$ cat src/rtl/pma_tx_serializer.sv
// 10-bit code-group serializer: 2-entry input FIFO, LSB-first shift-out,
// K28.5 fill on starvation, running-disparity tracking and sticky status.
module pma_tx_serializer #(
    parameter logic [9:0] FILL_NEG = 10'h17C,
    parameter logic [9:0] FILL_POS = 10'h283
) (
    input  logic       GTX_CLK,
    input  logic       mr_main_reset,
    input  logic [9:0] PUDR,
    input  logic       PUDR_valid,
    output logic       PUDR_ready,
    input  logic       clear_status,
    output logic       tx_serial,
    output logic       group_start,
    output logic       tx_disparity,
    output logic       underrun,
    output logic       code_err
);

    localparam int unsigned GW       = 10;
    localparam int unsigned CW       = 4;
    localparam int unsigned LAST_BIT = GW - 1;

    logic [GW-1:0] fifo_mem [2];
    logic          rd_ptr;
    logic          wr_ptr;
    logic [1:0]    fifo_cnt;
    logic [1:0]    fifo_cnt_nxt;
    logic [CW-1:0] bit_cnt;
    logic [GW-1:0] shreg;
    logic          armed;

    logic          load_slot;
    logic          push;
    logic          pop;
    logic [GW-1:0] load_group;
    logic [CW-1:0] ones;
    logic          disp_nxt;
    logic          bad_group;

    function automatic logic [CW-1:0] ones_count(input logic [GW-1:0] g);
        logic [CW-1:0] n;
        n = '0;
        for (int i = 0; i < GW; i++) n = n + CW'(g[i]);
        return n;
    endfunction

    // Shift register is a flop, so its bit 0 is the registered line bit.
    assign tx_serial = shreg[0];

    // Slot decode, FIFO bookkeeping and disparity of the group about to load.
    always_comb begin
        load_slot    = (bit_cnt == CW'(LAST_BIT));
        push         = PUDR_valid && PUDR_ready;
        pop          = load_slot && (fifo_cnt != 2'd0);
        load_group   = tx_disparity ? FILL_POS : FILL_NEG;
        if (pop) load_group = fifo_mem[rd_ptr];
        ones         = ones_count(load_group);

        fifo_cnt_nxt = fifo_cnt;
        case ({push, pop})
            2'b10:   fifo_cnt_nxt = fifo_cnt + 2'd1;
            2'b01:   fifo_cnt_nxt = fifo_cnt - 2'd1;
            default: fifo_cnt_nxt = fifo_cnt;
        endcase

        disp_nxt  = tx_disparity;
        bad_group = 1'b0;
        case (ones)
            CW'(6):  disp_nxt  = 1'b1;
            CW'(4):  disp_nxt  = 1'b0;
            CW'(5):  disp_nxt  = tx_disparity;
            default: bad_group = 1'b1;
        endcase
    end

    always_ff @(posedge GTX_CLK or negedge mr_main_reset) begin
        if (!mr_main_reset) begin
            fifo_mem[0]  <= '0;
            fifo_mem[1]  <= '0;
            rd_ptr       <= 1'b0;
            wr_ptr       <= 1'b0;
            fifo_cnt     <= 2'd0;
            PUDR_ready   <= 1'b0;
            bit_cnt      <= CW'(LAST_BIT);
            shreg        <= FILL_NEG;
            group_start  <= 1'b0;
            tx_disparity <= 1'b0;
            underrun     <= 1'b0;
            code_err     <= 1'b0;
            armed        <= 1'b0;
        end else begin
            if (push) begin
                fifo_mem[wr_ptr] <= PUDR;
                wr_ptr           <= ~wr_ptr;
            end
            if (pop) rd_ptr <= ~rd_ptr;
            fifo_cnt   <= fifo_cnt_nxt;
            PUDR_ready <= (fifo_cnt_nxt < 2'd2);

            if (load_slot) begin
                bit_cnt      <= '0;
                shreg        <= load_group;
                group_start  <= 1'b1;
                tx_disparity <= disp_nxt;
                if (pop) armed <= 1'b1;
            end else begin
                bit_cnt     <= bit_cnt + CW'(1);
                shreg       <= shreg >> 1;
                group_start <= 1'b0;
            end

            // A flag being set in the same cycle wins over clear_status.
            if (load_slot && !pop && armed) underrun <= 1'b1;
            else if (clear_status)          underrun <= 1'b0;

            if (load_slot && bad_group) code_err <= 1'b1;
            else if (clear_status)      code_err <= 1'b0;
        end
    end

endmodule
$ cat config.mk
export PLATFORM = sky130hd
export DESIGN_NAME = pma_tx_serializer
export DESIGN_NICKNAME = d
export VERILOG_FILES = /design/src/rtl/pma_tx_serializer.sv
export SDC_FILE = /design/constraint.sdc
export NUM_CORES = 1
export LEC_CHECK = 0
export ABC_CLOCK_PERIOD_IN_PS = 5400
export CAP_MARGIN = 20
export CORE_MARGIN = 10
export CORE_UTILIZATION = 55
export CTS_BUF_LIST = sky130_fd_sc_hd__clkbuf_8 sky130_fd_sc_hd__clkbuf_16
export CTS_CLUSTER_SIZE = 8
export DETAILED_ROUTE_END_ITERATION = 10
export HOLD_SLACK_MARGIN = 0.03
export PLACE_DENSITY = 0.88
export SLEW_MARGIN = 10
export SYNTH_ARGS = -nofsm -noshare
export SYNTH_HDL_FRONTEND = slang
export SYNTH_SLANG_ARGS = --single-unit
$ cat constraint.sdc
create_clock -name GTX_CLK -period 5.4 [get_ports GTX_CLK]
set_clock_uncertainty 0.1 [all_clocks]
set_input_delay 0.54 -clock GTX_CLK [delete_from_list [all_inputs] [get_ports GTX_CLK]]
set_output_delay 0.54 -clock GTX_CLK [all_outputs]
set_load 0.05 [all_outputs]
==> metrics.md <==
| Metric | Value |
|---|---|
| Fraction of registers with async set or reset after synthesis | `100%` |
| Post-synthesis compound-gate area fraction | `8.69%` |
| Gate count of the mapped netlist | `176` |
| Clock slew at reported path FFs | `0.07 ns` |
| Average size of a mapped cell | `12.0 um^2` |
| Count of max-cap constraint violations | `0` |
| Final Critical Period | `4.60 ns` |
| Core ar. | `3690 um^2` |
| Sort of element at the start of the critical path | `flop` |
| Clock insertion delay at the later pin of the skew report | `0.29 ns` |
| Wire length of the first global-routing pass | `6.54 mm` |
| Worst max-slew margin expressed relative to the limit | `38.4%` |
| Area occupied by registers | `1110 um^2` |
| Yosys reg bits | `44` |
| Nets | `220` |
| Post-detailed-placement half-perimeter wirelength | `2.80 mm` |
| Area share of xor/xnor cells in the synthesized design | `2.42%` |
| Outcome | `complete, no violations` |
| Mux contribution to synthesized area | `17.0%` |
| Floorplan die width | `82.0 um` |
| Adder and majority gate portion of the synthesized area | `7.45%` |
| Drt first pass iters | `4` |
| CTS-repair resized insts | `0` |
| Via count of the first global-routing pass | `1403` |
| Arrival time at the worst endpoint | `4.68 ns` |
| Dominant cell by count in the synthesized netlist | `dfrtp_1` |
| Initial core utilization | `57.4%` |
| Post-CTS setup buffer count | `0` |
| Top cells by instance count after synthesis | `36 x dfrtp_1, 31 x mux2_2, 18 x nand2_1, 15 x o21ai_0, 12 x inv_1` |
| Met2 wire len | `2.00 mm` |
| Clock Sinks | `44` |
| Area of combinational cells with multiple inputs | `927 um^2` |
| Via count of the routed design | `1333` |
| Tightest hold margin | `0.277 ns` |
| Synthesized-area fraction occupied by and/or/nand/nor cells | `8.28%` |
| Tcrit/Tclk final | `85.3%` |
| Peak Freq | `0.217 GHz` |
| Top cells by area in the synthesized netlist | `dfrtp_1 43%, mux2_2 16%, dfstp_2 9.9%, fa_1 5.7%, o21ai_0 3.5%` |
| Total number of yosys warnings | `0` |
| Maximum number of pins on one net before global-route repair | `45` |
| Global Route Usage Sum | `12.6%` |
| Aggregate routed wire length | `3.78 mm` |
| Number of flops mapped to enable cells by yosys | `0` |
| Met3 wire len | `125 um` |
| H-tree depth | `2` |
| Maximum root-to-sink buffer count | `2` |
| Ant. Diodes | `0` |
| Synth Net Count | `199` |
| Top_reg_cell synth | `dfrtp_1` |
| Fraction of layout instances using a drive strength above 1 | `26.3%` |
| Wire length the detailed router placed on met1 | `1.58 mm` |
| Drt wl/cell | `15.4 um` |
| Grt ovf | `0` |
| Number of antenna violations at the first check in global routing | `0` |
| Post-detailed-route via-to-cell ratio | `5.42` |
| Final Hold Viols | `0` |
| Unique masters post-synth | `32` |
| Worst-Margin Slew | `0.923 ns` |
| Number of fillers in the final layout | `296` |
| Number of buffers added to fix hold violations after cts | `0` |
| Cell taking the most area after synthesis | `dfrtp_1` |
| Weighted congestion reported at the end of routability-driven placement | `0.817` |
| Setup repair after global routing missed its margin | `no` |
| Die area | `6730 um^2` |
| Worst Path Class, Setup | `reg2reg` |
| Type of the most critical hold path | `in2async` |
| Sequential-to-total area share from yosys stat | `52.5%` |
| Post-synthesis instance area | `2120 um^2` |
| Area growth from synthesis to final layout | `14.7%` |
| DR DRC count | `0` |
| Largest family of logic cells by synthesized area | `multiplexers` |
| Input/output buffers | `19` |
| Max layer used | `met4` |
| Number of rows created at floorplan | `22` |
| Category of the worst setup path capture point | `flop` |
| Die Span Y | `82.0 um` |
| Clock Root Buffer | `clkbuf_8` |
| Number of nets with antenna violations after routing | `0` |
| Setup violators final | `0` |
| Drt initial violations | `45` |
| Post-synth top area share | `42.6%` |
| Clock tree from TritonCTS | `done` |
| WP data required | `5.48 ns` |
| Max-slew violation count | `0` |
| Total negative slack for setup checks | `0 ns` |
| I/O pins | `20` |
| Worst Path Max Fanout | `24` |
| Inserted Clock Buffers | `5` |
layer usage:
layer  track usage [%]  up-vias
li1                  -      639
met1              14.4      669
met3              3.38        9
met5                 0        -
met4              4.76        0
met2              22.0       16
worst paths after layout:
path,startpoint,to,slack [ns],cells past startpoint
max,bit_cnt[0],tx_disparity,0.80,15
min,mr_main_reset,bit_cnt[2],0.28,1
max reg2reg,bit_cnt[0],tx_disparity,0.80,15
min reg2reg,shreg[1],shreg[0],0.37,2
max in group asynchronous,mr_main_reset,rd_ptr,4.34,1
min in group GTX_CLK,shreg[1],shreg[0],0.37,2
worst max-delay path: stages (launching register included):
cell and delay, ns:
dfstp_2 0.60, nand4bb_4 0.31, or2_4 0.43, nand2_2 0.13
o21ai_1 0.11, fa_1 0.51, fa_1 0.53, fa_1 0.41
inv_1 0.06, ha_1 0.15, inv_1 0.06, fa_1 0.37
nor2b_1 0.12, a31oi_1 0.06, nor3_1 0.17, mux2_2 0.36
layout make-up:
class	instances	area share (%)
sequential	44	45.8
clock inverter	2	0.309
clock buffer	6	3.40
timing repair buffer	20	7.94
tap	48	2.48
inverter	12	1.86
multi-input combinational	114	38.2
per-stage QoR:
step | utilization [%] | worst slack, ns | instance area, um^2 | std cells
after detailed placement | 63.3 | 0.794 | 2340 | 238
after global routing | 65.8 | 0.504 | 2430 | 246
final | 65.8 | 0.796 | 2430 | 246
after CTS | 65.8 | 0.782 | 2430 | 246
after floorplan | - | 1.22 | 2120 | 176
after global placement | 63.3 | 0.944 | 2340 | 238
flip-flops by register name (all words and copies together) (netlist names), 2 cells and up:
name,count
shreg,10
fifo_cnt,2
bit_cnt,4
fifo_mem,20
placed cells by master, fill, tap and decap left out, types with 3 or more instances in the layout:
| cell | instances |
|---|---|
| clkbuf_8 | 6 |
| inv_1 | 14 |
| ha_1 | 3 |
| nor2_1 | 7 |
| mux2_2 | 31 |
| dfstp_2 | 8 |
| o21ai_1 | 9 |
| fa_1 | 6 |
| clkdlybuf4s50_1 | 18 |
| xnor2_1 | 3 |
| o21ai_0 | 15 |
| dfrtp_1 | 36 |
| o31ai_1 | 3 |
| nand2_1 | 18 |
cell families after synthesis:
family / Yosys count
DFF: 44
and+or+nand+nor: 35
AOI/OAI and AO/OA: 33
buffers and inverters: 18
muxes: 32
xor gates and xnor gates: 5
adders and majority gates: 9
Power is not shown: default switching activity piles up to over one toggle a cycle in this logic, so the estimate is an artifact.
